--- config.mk ---
export PLATFORM = sky130hd
export DESIGN_NAME = bullet_pool
export DESIGN_NICKNAME = d
export VERILOG_FILES = /design/src/rtl/tank_pkg.sv /design/src/rtl/bullet_slot.sv /design/src/rtl/bullet_pool.sv
export SDC_FILE = /design/constraint.sdc
export NUM_CORES = 2
export LEC_CHECK = 0
export CAP_MARGIN = 30
export CORE_UTILIZATION = 55
export DETAILED_ROUTE_END_ITERATION = 8
export PLACE_DENSITY = 0.87
export SLEW_MARGIN = 10
export SYNTH_ARGS = -nofsm -noshare
export SYNTH_HDL_FRONTEND = slang
export SYNTH_SLANG_ARGS = --single-unit
--- constraint.sdc ---
create_clock -name clk -period 5 [get_ports clk]
set_input_delay 1 -clock clk [delete_from_list [all_inputs] [get_ports clk]]
set_output_delay 1 -clock clk [all_outputs]
set_load 0.1 [all_outputs]
--- src/rtl/tank_pkg.sv ---
// -----------------------------------------------------------------------------
// tank_pkg
// Shared types for the tank game bullet engine.
//   dir_t          bullet / fire direction encoding (matches the fire_dir pins)
//   bullet_slot_t  default-width (10-bit coordinate) view of one bullet_state
//                  slot, for consumers such as the renderer
//   slot_*         field offsets inside one packed slot for a given coordinate
//                  width: {active, dir[1:0], x, y}, with y in the low bits
// -----------------------------------------------------------------------------
package tank_pkg;

    typedef enum logic [1:0] {
        DIR_UP    = 2'b00,
        DIR_DOWN  = 2'b01,
        DIR_LEFT  = 2'b10,
        DIR_RIGHT = 2'b11
    } dir_t;

    localparam int DEFAULT_COORD_W = 10;

    typedef struct packed {
        logic                       active;
        dir_t                       dir;
        logic [DEFAULT_COORD_W-1:0] x;
        logic [DEFAULT_COORD_W-1:0] y;
    } bullet_slot_t;

    localparam int SLOT_Y_LSB = 0;

    function automatic int slot_width(input int coord_w);
        return 2 * coord_w + 3;
    endfunction

    function automatic int slot_active_bit(input int coord_w);
        return 2 * coord_w + 2;
    endfunction

    function automatic int slot_dir_lsb(input int coord_w);
        return 2 * coord_w;
    endfunction

    function automatic int slot_x_lsb(input int coord_w);
        return coord_w;
    endfunction

endpackage

--- src/rtl/bullet_slot.sv ---
// -----------------------------------------------------------------------------
// bullet_slot
// One bullet slot register: loads on spawn, moves SPEED pixels per move tick,
// retires at the playfield edge (or wraps when BULLET_WRAP_EN is defined),
// and retires on a hit or a clear request.
// Ports:
//   clk, reset_n          clock, synchronous active-low reset
//   clear                 zero the slot next cycle (game over)
//   spawn                 load spawn_dir/spawn_x/spawn_y (only for idle slots)
//   tick                  shared move tick
//   hit_retire            slot hit an opposing tank; zero it next cycle
//   active, dir, x, y     registered slot contents
// Macro BULLET_WRAP_EN: defined -> toroidal wrap instead of edge retirement.
// -----------------------------------------------------------------------------
module bullet_slot
    import tank_pkg::*;
#(
    parameter int COORD_W  = 10,
    parameter int SCREEN_W = 640,
    parameter int SCREEN_H = 480,
    parameter int SPEED    = 2
) (
    input  logic               clk,
    input  logic               reset_n,
    input  logic               clear,
    input  logic               spawn,
    input  dir_t               spawn_dir,
    input  logic [COORD_W-1:0] spawn_x,
    input  logic [COORD_W-1:0] spawn_y,
    input  logic               tick,
    input  logic               hit_retire,
    output logic               active,
    output dir_t               dir,
    output logic [COORD_W-1:0] x,
    output logic [COORD_W-1:0] y
);

    logic [COORD_W-1:0] x_nxt;
    logic [COORD_W-1:0] y_nxt;
    logic               edge_retire;

    // Bounds are tested before the subtract/add so nothing underflows.
    always_comb begin
        // NOTE: every output of this block gets a default first, so no path
        // leaves a value unassigned and no latch is inferred.
        x_nxt       = x;
        y_nxt       = y;
        edge_retire = 1'b0;
        case (dir)
            DIR_UP: begin
                if (int'(y) < SPEED) begin
`ifdef BULLET_WRAP_EN
                    y_nxt = COORD_W'(int'(y) + SCREEN_H - SPEED);
`else
                    edge_retire = 1'b1;
`endif
                end else begin
                    y_nxt = COORD_W'(int'(y) - SPEED);
                end
            end
            DIR_DOWN: begin
                if (int'(y) + SPEED > SCREEN_H - 1) begin
`ifdef BULLET_WRAP_EN
                    y_nxt = COORD_W'(int'(y) + SPEED - SCREEN_H);
`else
                    edge_retire = 1'b1;
`endif
                end else begin
                    y_nxt = COORD_W'(int'(y) + SPEED);
                end
            end
            DIR_LEFT: begin
                if (int'(x) < SPEED) begin
`ifdef BULLET_WRAP_EN
                    x_nxt = COORD_W'(int'(x) + SCREEN_W - SPEED);
`else
                    edge_retire = 1'b1;
`endif
                end else begin
                    x_nxt = COORD_W'(int'(x) - SPEED);
                end
            end
            default: begin
                if (int'(x) + SPEED > SCREEN_W - 1) begin
`ifdef BULLET_WRAP_EN
                    x_nxt = COORD_W'(int'(x) + SPEED - SCREEN_W);
`else
                    edge_retire = 1'b1;
`endif
                end else begin
                    x_nxt = COORD_W'(int'(x) + SPEED);
                end
            end
        endcase
    end

    // Retirement of any kind zeroes the whole slot so the renderer sees a
    // clean all-zero entry. Retirement beats movement, movement beats spawn
    // (spawn only targets idle slots, so the two never collide).
    always_ff @(posedge clk) begin
        // NOTE: non-blocking assignments so all fields update together from
        // their pre-edge values; every field is reset, not just active.
        if (!reset_n || clear || hit_retire || (active && tick && edge_retire)) begin
            active <= 1'b0;
            dir    <= DIR_UP;
            x      <= '0;
            y      <= '0;
        end else if (active && tick) begin
            x <= x_nxt;
            y <= y_nxt;
        end else if (spawn) begin
            active <= 1'b1;
            dir    <= spawn_dir;
            x      <= spawn_x;
            y      <= spawn_y;
        end
    end

endmodule

--- src/rtl/bullet_pool.sv ---
// -----------------------------------------------------------------------------
// bullet_pool
// Multi-player bullet engine: NUM_PLAYERS shooters, MAX_BULLETS slots each.
// Holds fire edge detection, per-player cooldowns, the move-tick prescaler,
// the lowest-free-slot priority encoders and the hit OR-reduction; the slots
// themselves live in bullet_slot.
// Ports:
//   clk, reset_n   clock, synchronous active-low reset
//   game_over      clears all slots, blocks fire, freezes the prescaler
//   fire           per-player fire button (level; rising edge spawns)
//   fire_dir       per-player 2-bit direction (00 up, 01 down, 10 left, 11 right)
//   tank_x/tank_y  per-player tank position
//   hit            one-cycle pulse per player that was hit
//   fire_drop      one-cycle pulse per player whose spawn found the pool full
//   bullet_state   per slot {active, dir, x, y}; slot s of player p at
//                  index p*MAX_BULLETS+s
// Macro BULLET_WRAP_EN (in bullet_slot): wrap at screen edges instead of retiring.
// -----------------------------------------------------------------------------
module bullet_pool
    import tank_pkg::*;
#(
    parameter int NUM_PLAYERS = 2,
    parameter int MAX_BULLETS = 8,
    parameter int COORD_W     = 10,
    parameter int SCREEN_W    = 640,
    parameter int SCREEN_H    = 480,
    parameter int MOVE_TIME   = 250000,
    parameter int SPEED       = 2,
    parameter int COOLDOWN    = 1000000,
    parameter int HIT_R       = 8
) (
    input  logic                                              clk,
    input  logic                                              reset_n,
    input  logic                                              game_over,
    input  logic [NUM_PLAYERS-1:0]                            fire,
    input  logic [NUM_PLAYERS*2-1:0]                          fire_dir,
    input  logic [NUM_PLAYERS*COORD_W-1:0]                    tank_x,
    input  logic [NUM_PLAYERS*COORD_W-1:0]                    tank_y,
    output logic [NUM_PLAYERS-1:0]                            hit,
    output logic [NUM_PLAYERS-1:0]                            fire_drop,
    output logic [NUM_PLAYERS*MAX_BULLETS*(2*COORD_W+3)-1:0]  bullet_state
);

    localparam int NS   = NUM_PLAYERS * MAX_BULLETS;
    localparam int SW   = slot_width(COORD_W);
    localparam int CD_W = (COOLDOWN > 1) ? $clog2(COOLDOWN) : 1;
    localparam int PS_W = (MOVE_TIME > 1) ? $clog2(MOVE_TIME) : 1;

    logic [NUM_PLAYERS-1:0] fire_prev;
    logic [NUM_PLAYERS-1:0] fire_go;
    logic [NUM_PLAYERS-1:0] pool_full;
    logic [NUM_PLAYERS-1:0] hit_nxt;
    logic [CD_W-1:0]        cooldown [NUM_PLAYERS];
    logic [PS_W-1:0]        prescale;
    logic                   tick;

    logic [NS-1:0]          slot_active;
    logic [NS-1:0]          spawn_sel;
    logic [NS-1:0]          hit_retire;
    dir_t                   slot_dir [NS];
    logic [COORD_W-1:0]     slot_x   [NS];
    logic [COORD_W-1:0]     slot_y   [NS];

    assign tick = !game_over && (prescale == PS_W'(MOVE_TIME - 1));

    function automatic logic within_r(input logic [COORD_W-1:0] a,
                                      input logic [COORD_W-1:0] b);
        int d;
        d = int'(a) - int'(b);
        if (d < 0) d = -d;
        return d < HIT_R;
    endfunction

    // A spawn is attempted on a rising fire edge outside cooldown and game over.
    // The free-slot search looks at pre-cycle active bits, so a slot retiring
    // this cycle only becomes reusable next cycle.
    always_comb begin
        fire_go   = '0;
        spawn_sel = '0;
        pool_full = '1;
        for (int p = 0; p < NUM_PLAYERS; p++) begin
            fire_go[p] = fire[p] && !fire_prev[p] && (cooldown[p] == '0) && !game_over;
            for (int s = 0; s < MAX_BULLETS; s++) begin
                if (pool_full[p] && !slot_active[p*MAX_BULLETS+s]) begin
                    spawn_sel[p*MAX_BULLETS+s] = fire_go[p];
                    pool_full[p]               = 1'b0;
                end
            end
        end
    end

    // Any bullet of p inside the half-box of tank q (q != p) hits q and retires.
    always_comb begin
        hit_nxt    = '0;
        hit_retire = '0;
        for (int p = 0; p < NUM_PLAYERS; p++) begin
            for (int s = 0; s < MAX_BULLETS; s++) begin
                for (int q = 0; q < NUM_PLAYERS; q++) begin
                    if (q != p && slot_active[p*MAX_BULLETS+s]
                        && within_r(slot_x[p*MAX_BULLETS+s], tank_x[q*COORD_W +: COORD_W])
                        && within_r(slot_y[p*MAX_BULLETS+s], tank_y[q*COORD_W +: COORD_W])) begin
                        hit_nxt[q]                  = 1'b1;
                        hit_retire[p*MAX_BULLETS+s] = 1'b1;
                    end
                end
            end
        end
    end

    always_ff @(posedge clk) begin
        if (!reset_n) begin
            fire_prev <= '0;
            prescale  <= '0;
            hit       <= '0;
            fire_drop <= '0;
            for (int p = 0; p < NUM_PLAYERS; p++) cooldown[p] <= '0;
        end else begin
            fire_prev <= fire;
            hit       <= game_over ? '0 : hit_nxt;
            fire_drop <= fire_go & pool_full;
            if (!game_over) prescale <= tick ? '0 : prescale + 1'b1;
            // A refused (pool-full) spawn does not start a cooldown.
            for (int p = 0; p < NUM_PLAYERS; p++) begin
                if (fire_go[p] && !pool_full[p])
                    cooldown[p] <= CD_W'(COOLDOWN - 1);
                else if (cooldown[p] != '0)
                    cooldown[p] <= cooldown[p] - 1'b1;
            end
        end
    end

    for (genvar i = 0; i < NS; i++) begin : g_slot
        localparam int P = i / MAX_BULLETS;

        bullet_slot #(
            .COORD_W  (COORD_W),
            .SCREEN_W (SCREEN_W),
            .SCREEN_H (SCREEN_H),
            .SPEED    (SPEED)
        ) u_slot (
            .clk        (clk),
            .reset_n    (reset_n),
            .clear      (game_over),
            .spawn      (spawn_sel[i]),
            .spawn_dir  (dir_t'(fire_dir[P*2 +: 2])),
            .spawn_x    (tank_x[P*COORD_W +: COORD_W]),
            .spawn_y    (tank_y[P*COORD_W +: COORD_W]),
            .tick       (tick),
            .hit_retire (hit_retire[i]),
            .active     (slot_active[i]),
            .dir        (slot_dir[i]),
            .x          (slot_x[i]),
            .y          (slot_y[i])
        );

        assign bullet_state[i*SW + slot_active_bit(COORD_W)]          = slot_active[i];
        assign bullet_state[i*SW + slot_dir_lsb(COORD_W) +: 2]        = slot_dir[i];
        assign bullet_state[i*SW + slot_x_lsb(COORD_W)   +: COORD_W]  = slot_x[i];
        assign bullet_state[i*SW + SLOT_Y_LSB            +: COORD_W]  = slot_y[i];
    end

endmodule

### Yosys cells after proc, flatten, opt, wreduce, memory -nomap -nowiden

Memories as Yosys holds them, arrays and structs flattened.
Index checks and enable logic that the tools add are counted.

* add/sub/neg operators: 131
* multiply operators: 0
* divide/modulo/power cells: 0
* magnitude comparators: 128
* eq/ne operators: 129
* shift-type cells: 0
* mux-type cells: 354
* bitwise logic cells: 22
* reductions and logical operators: 241

Operators by type and width (count)
* two-way mux 10 bit: 128
* < comparator 32 x 5 -> 1 bit, second input constant: 32
* two-way mux 32 bit: 32
* negator 11 -> 32 bit: 32
* case mux 10 bit (2 select lines): 32
* > comparator 32 x 10 -> 1 bit, second input constant: 16
* > comparator 32 x 11 -> 1 bit, second input constant: 16
* adder 10 x 2 -> 11 bit, second input constant: 32
* < comparator 11 x 1 -> 1 bit, second input constant: 32
* subtractor 10 x 10 -> 11 bit: 32
* < comparator 10 x 2 -> 1 bit, second input constant: 32
* subtractor 10 x 2 -> 10 bit, second input constant: 32
* inequality test 3 bit, second input constant: 80
* two-way mux 1 bit: 141
* AND reduction 4 bit: 32
* logical AND 1 bit: 87
* two-way mux 20 bit: 4
* case mux 1 bit (3 select lines): 16
* logical NOT 20 bit: 2
* nonzero test 20 bit: 2
* subtractor 20 x 1 -> 20 bit, second input constant: 2
* OR reduction 2 bit: 17
* logical OR 1 bit: 33
* == test 2 x 1 -> 1 bit, second input constant: 16
* 12 further kinds: 125

* flip-flop bits (word level): 392
* latch bits: 0
* bits in writable memories: 40
* bits in read-only memories: 0
* bits of input ports: 49
* output and inout port bits: 372
* word-level logic and storage cells: 1074
* memories kept: 1

Memories
* cooldown: depth 2, bits a word 20, rd ports 2, clocked after Yosys merged registers in 0, wr ports 2, RTL line bullet_pool.sv:53 `logic [CD_W-1:0] cooldown [NUM_PLAYERS];`

### Depth between registers and ports, before layout

* depth after elaboration: 22
* depth in mapped cells: 16
* depth with buffers taken out: 14

### By module

From an unflattened synthesis, not the netlist that was laid out.

* cell total of the unflattened synthesis: 7050
* area total of the unflattened synthesis: 53042.1 um2

By module, submodules not included
* bullet_slot: instances 16, cells each 268, area each 2020.7 um2
* bullet_pool: instances 1, cells each 2762, area each 20711.1 um2

### Least setup slack after synthesis

Ideal clock, no wire load.

* path type: in2reg
* start: input tank_y[1]
* end: register g_slot[14].u_slot.x[1]
* arrival time: 4.694 ns
* required time: 4.884 ns
* setup slack: 0.190 ns
* stages on the path: 14
* buffers on the path: 3
* cells stage by stage: clkbuf_1 > clkinv_1 > ha_1 > nand2b_4 > o2bb2ai_1 > mux2_4 > or4b_1 > a31oi_1 > or4b_1 > a2111oi_2 > or3_1 > buf_6 > buf_12 > nor2_2

* cells in the longest elaborated chain, start to end: 8
* elaborated cells on any way between the ends: 9

RTL lines
* from (decl): RTL line bullet_pool.sv:38 `input logic [NUM_PLAYERS*COORD_W-1:0] tank_y,`
* subtractor 10 x 10 -> 11 bit (*): RTL line bullet_pool.sv:69 `d = int'(a) - int'(b);`
* negator 11 -> 32 bit / < comparator 11 x 1 -> 1 bit (equally long branches): RTL line bullet_pool.sv:70 `if (d < 0) d = -d;`
* two-way mux 32 bit (*): RTL line bullet_pool.sv:70
* < comparator 32 x 5 -> 1 bit (*): RTL line bullet_pool.sv:71 `return d < HIT_R;`
* logical AND 1 bit (*): RTL line bullet_pool.sv:101 `&& within_r(slot_y[p*MAX_BULLETS+s], tank_y[q*COORD_W +: COORD_W])) begin`
* two-way mux 1 bit (*): RTL line bullet_pool.sv:99 `if (q != p && slot_active[p*MAX_BULLETS+s]`
* logical OR 1 bit (*) (2 in series): RTL line bullet_slot.sv:103 `if (!reset_n || clear || hit_retire || (active && tick && edge_retire)) begin`
* to (signal assigned): RTL line bullet_slot.sv:109 `x <= x_nxt;`
* to (signal assigned): RTL line bullet_slot.sv:114 `x <= spawn_x;`
* to (decl): RTL line bullet_slot.sv:34 `output logic [COORD_W-1:0] x,`

Mark *: on every way between the ends. The rest lies on a longest branch, timed or not.
A chain may end at the register's enable or synchronous reset.

### Final worst setup path

* start: input tank_y[15]
* end: register g_slot[7].u_slot.y[1]

* cells in the longest elaborated chain, start to end: 8
* elaborated cells on any way between the ends: 9

RTL lines
* subtractor 10 x 10 -> 11 bit (*): RTL line bullet_pool.sv:69
* negator 11 -> 32 bit / < comparator 11 x 1 -> 1 bit (equally long branches): RTL line bullet_pool.sv:70
* two-way mux 32 bit (*): RTL line bullet_pool.sv:70
* < comparator 32 x 5 -> 1 bit (*): RTL line bullet_pool.sv:71
* logical AND 1 bit (*): RTL line bullet_pool.sv:101
* two-way mux 1 bit (*): RTL line bullet_pool.sv:99
* logical OR 1 bit (*) (2 in series): RTL line bullet_slot.sv:103
* to (signal assigned): RTL line bullet_slot.sv:110 `y <= y_nxt;`
* to (signal assigned): RTL line bullet_slot.sv:115 `y <= spawn_y;`
* to (decl): RTL line bullet_slot.sv:35 `output logic [COORD_W-1:0] y`

Marked as above.

==> impl_table.tex <==
\begin{tabular}{lr}
\hline
Metric & Value \\
\hline
\multicolumn{2}{l}{\textbf{STA}} \\
\quad Hold WS & just under 0.5 ns \\
\quad Setup TNS after final layout & 0 ns \\
\quad Relative slew slack & between 20\% and 30\% \\
\quad Max-slew violation count & 0 \\
\quad RSZ-0062 raised after global routing & no \\
\quad Setup-violating endpoint count in the final report & 0 \\
\quad Share of the cycle needed by the critical path after routing & 92.2\% \\
\quad Slew of the pin with the lowest slew margin & 1.08 ns \\
\quad Final setup skew & 0.0179 ns \\
\quad Shortest period the worst path allows & between 4 and 5 ns \\
\quad Setup WS post-layout & 0.388 ns \\
\quad Number of hold violations in the final report & 0 \\
\quad Maximum frequency from static timing analysis & 217 MHz \\
\multicolumn{2}{l}{\textbf{Synth}} \\
\quad Synth Warn \# & 0 \\
\quad Multiplexer area fraction after synthesis & 1.97\% \\
\quad Dominant register cell in the synthesized netlist & dfxtp\_1 \\
\quad Dominant combinational cell family by area after synthesis & simple AND/OR/NAND/NOR gates \\
\quad Sequential-to-total area share from yosys stat & 18.5\% \\
\quad Number of instances in the synthesized netlist & 6,957 \\
\quad Synthesized-area fraction occupied by adder cells & around 11\% \\
\quad Synthesis-stage register bit count & 432 \\
\quad Post-synthesis compound-gate area fraction & 28.4\% \\
\quad Count of distinct cell types in the synthesized netlist & 113 \\
\quad Post-synthesis net count & around 7.4k \\
\quad Synthesized area divided by synthesized cell count & between 7 and 8 µm² \\
\quad Post-synthesis instance area & 48,900 µm² \\
\quad Count of flip-flops with a built-in enable after synthesis & 40 \\
\quad Share of synthesized flip-flops with an asynchronous set or reset & 0\% \\
\quad Synthesized-area fraction occupied by and/or/nand/nor cells & 30.2\% \\
\quad Share of the synthesized netlist area taken by xor and xnor gates & 4.54\% \\
\multicolumn{2}{l}{\textbf{Global route}} \\
\quad Number of global-route vias before repair & $\sim$53k \\
\quad Global-route usage over all layers & 42.1\% \\
\quad First-pass GRT wire length & 300,000 µm \\
\quad Pin count of the biggest net entering global routing & 36 \\
\quad Antenna violations before repair & 13 \\
\quad Total global routing overflow & 0 \\
\multicolumn{2}{l}{\textbf{Min path}} \\
\quad Worst hold path class & flop to flop \\
\quad Startpoint of the most critical hold path & prescale[14] \\
\multicolumn{2}{l}{\textbf{Die}} \\
\quad Core Region & 88,200 µm² \\
\quad Y dimension of the die & between 300 and 400 µm \\
\quad Horizontal extent of the die & 300 µm \\
\quad Ports placed on the boundary & 421 \\
\quad Total Die Area & approximately 90,000 µm² \\
\quad Site Rows & 109 \\
\quad Starting density of the core & 55.5\% \\
\multicolumn{2}{l}{\textbf{Placement}} \\
\quad Worst setup timing slack at the placement stage & -0.161 ns \\
\quad Half-perimeter wire length of the detailed placement result & about 150,000 µm \\
\quad GPL Wtd Cong & 1.06 \\
\quad IO Port Bufs & between 400 and 500 \\
\multicolumn{2}{l}{\textbf{Job}} \\
\quad Max Cap Violations & 0 \\
\multicolumn{2}{l}{\textbf{Clock tree}} \\
\quad Clk pin slew, worst setup/hold paths & 0.06 ns \\
\quad Number of buffers inserted during clock tree synthesis & 54 \\
\quad Resized Gates After CTS & 0 \\
\quad TritonCTS Sinks & 432 \\
\quad Clock Tree Root & clkbuf\_16 \\
\quad Total setup buffers inserted after CTS & 0 \\
\quad TritonCTS clock tree & built \\
\quad Number of hold buffers added after cts & 0 \\
\quad Maximum number of buffers from clock root to sink & 3 \\
\quad Source-to-sink clock delay at the later pin of the worst-skew pair & 0.64 ns \\
\quad H-tree Lvls & 2 \\
\multicolumn{2}{l}{\textbf{Drt}} \\
\quad Residual DRC count & 0 \\
\quad Wire length per cell & 23.0 µm \\
\quad Vias per cell & 6.77 \\
\quad Count of routing violations after the opening detailed-route iteration & 6,843 \\
\quad ANT nets after route & 0 \\
\quad DR pass1 iterations & 9 \\
\quad Vias after detailed routing & 58.9k \\
\quad Final wirelength & 200,000 µm \\
\multicolumn{2}{l}{\textbf{Outcome}} \\
\quad Run status & complete, no violations \\
\multicolumn{2}{l}{\textbf{Power}} \\
\quad Leakage power of the design & 22.8 nW \\
\quad Overall power consumption & 0.00961 W \\
\quad Maximum VDD drop & 0.257 mV \\
\quad PD cells & $\sim$160 nW/µm² \\
\multicolumn{2}{l}{\textbf{Worst setup path}} \\
\quad CP dominant cell by count & a311oi\_1 \\
\quad Flop2flop setup slack & 0.68 ns \\
\quad Data arrival at the endpoint of the critical path & 5.12 ns \\
\quad Critical path endpoint category & flop \\
\quad Worst r2r src & cooldown[1][0] \\
\quad Cell Chain, Critical Path & clkdlybuf4s50\_1, clkinv\_1, buf\_4, ha\_1, inv\_1, or3\_1, a211oi\_1, a311oi\_1, o22a\_1, a311oi\_1, o211ai\_1, a2111oi\_0, buf\_4, or3\_1, buf\_12, a311oi\_1 \\
\quad Critical path data required time & around 5.5 ns \\
\quad CP peak stage delay & around 0.7 ns \\
\quad Top fanout value on the critical path & 23 \\
\quad Type of the worst setup path & input pin to flop \\
\quad Source of the critical timing path & tank\_y[15] \\
\quad Number of buffer and inverter stages on the critical path & 6 \\
\quad CP top delay family & compound AO/OA/AOI/OAI gates \\
\quad Slowest-stage cell, CP & clkdlybuf4s50\_1 \\
\quad Kind of start point of the critical path & input pin \\
\multicolumn{2}{l}{\textbf{Cells and area}} \\
\quad Fin nets & 7,943 \\
\quad Core Util, Final & 67.2\% \\
\quad Leading cell type in the layout, fill and taps excluded & nand2\_1 \\
\quad Layout Area Growth over Synthesis & 21.2\% \\
\quad Fraction of final layout cells sized beyond drive strength 1 & 8.79\% \\
\quad Most used cells in the layout excluding fill and tap cells & 806 x nand2\_1, 686 x nor2\_1, 642 x o21ai\_0 \\
\hline
\end{tabular}
## synth_stat cells (103+ instances only)
cell / count / area [µm²]
nand4_1: 103 / 644
ha_1: 387 / 4840
o21a_1: 107 / 803
clkbuf_1: 255 / 957
nor3_1: 227 / 1140
xor2_1: 119 / 1040
nand3_1: 220 / 1100
nor2_1: 686 / 2570
dfxtp_1: 392 / 7850
nand2_1: 806 / 3030
inv_1: 286 / 1070
a21oi_1: 560 / 2800
xnor2_1: 135 / 1180
nor2b_1: 117 / 732
o21ai_0: 642 / 3210
## cells by family after synthesis
| logic type | Yosys count |
|---|---|
| AND/OR/NAND/NOR | 2944 |
| AO/OA/AOI/OAI | 2183 |
| buffers and inverters | 633 |
| flip-flops | 432 |
| adder cells (fa/ha/maj) | 419 |
| XOR/XNOR | 254 |
| multiplexers | 92 |
## per-layer routing
metal  GRT usage [%]  share of wire [%]  vias up
li1                -                  -    26700
met1            51.2                 36    27100
met2            62.5                 41     4018
met3            11.3                 14     1093
met4            34.0                9.7       10
met5           0.370              0.048        -
## worst register-to-register path: stages (launching register included)
cell      delay (ns)
edfxtp_1        0.41
inv_1           0.08
ha_1            0.18
or4b_1          0.53
nor4_4          0.35
nand4b_1        0.35
nor2_2          0.42
nand2_1         0.29
or3_1           0.56
a22oi_2         0.62
o21ai_0         0.24
nand2_1         0.13
a21oi_1         0.06
## through the flow
stage | instance area, µm² | cells
after floorplan | 48900 | 6957
after global placement | 56100 | 8536
after detailed placement | 57300 | 8580
after CTS | 59300 | 8680
after global routing | 59300 | 8684
final | 59300 | 8695
## registers in the layout, indices dropped and copies added, names as in the netlist
signal                cells
prescale                 18
g_slot.u_slot.x         160
hit                       2
g_slot.u_slot.active     16
cooldown                 40
g_slot.u_slot.y         160
g_slot.u_slot.dir        32
fire_drop                 2
fire_prev                 2
## final timing paths
kind                                          endpoint  cells past startpoint
worst max-delay path             g_slot[7].u_slot.y[1]                     16
worst min-delay path                      prescale[14]                      2
worst max register to register  g_slot[10].u_slot.y[7]                     12
worst min register to register            prescale[14]                      2
## area by class of cell
cell class / count / area, µm²
clock buffers: 69 / 1530
inverters: 292 / 1100
well taps: 1165 / 1460
repair buffers: 803 / 8370
flip-flops and latches: 432 / 9050
diodes: 11 / 27.5
fillers: 7219 / 28900
clock inverters: 31 / 425
multi-input cells: 5892 / 37400
## report_power, final
group | leakage, nW | switching [W] | total, W | internal [W]
Sequential | 3.59 | 0.0000281 | 0.00355 | 0.00353
Combinational | 18.2 | 0.00104 | 0.00166 | 0.000613
Clock | 0.977 | 0.00177 | 0.00440 | 0.00263
No activity file was read; power rests on OpenSTA's default activity.
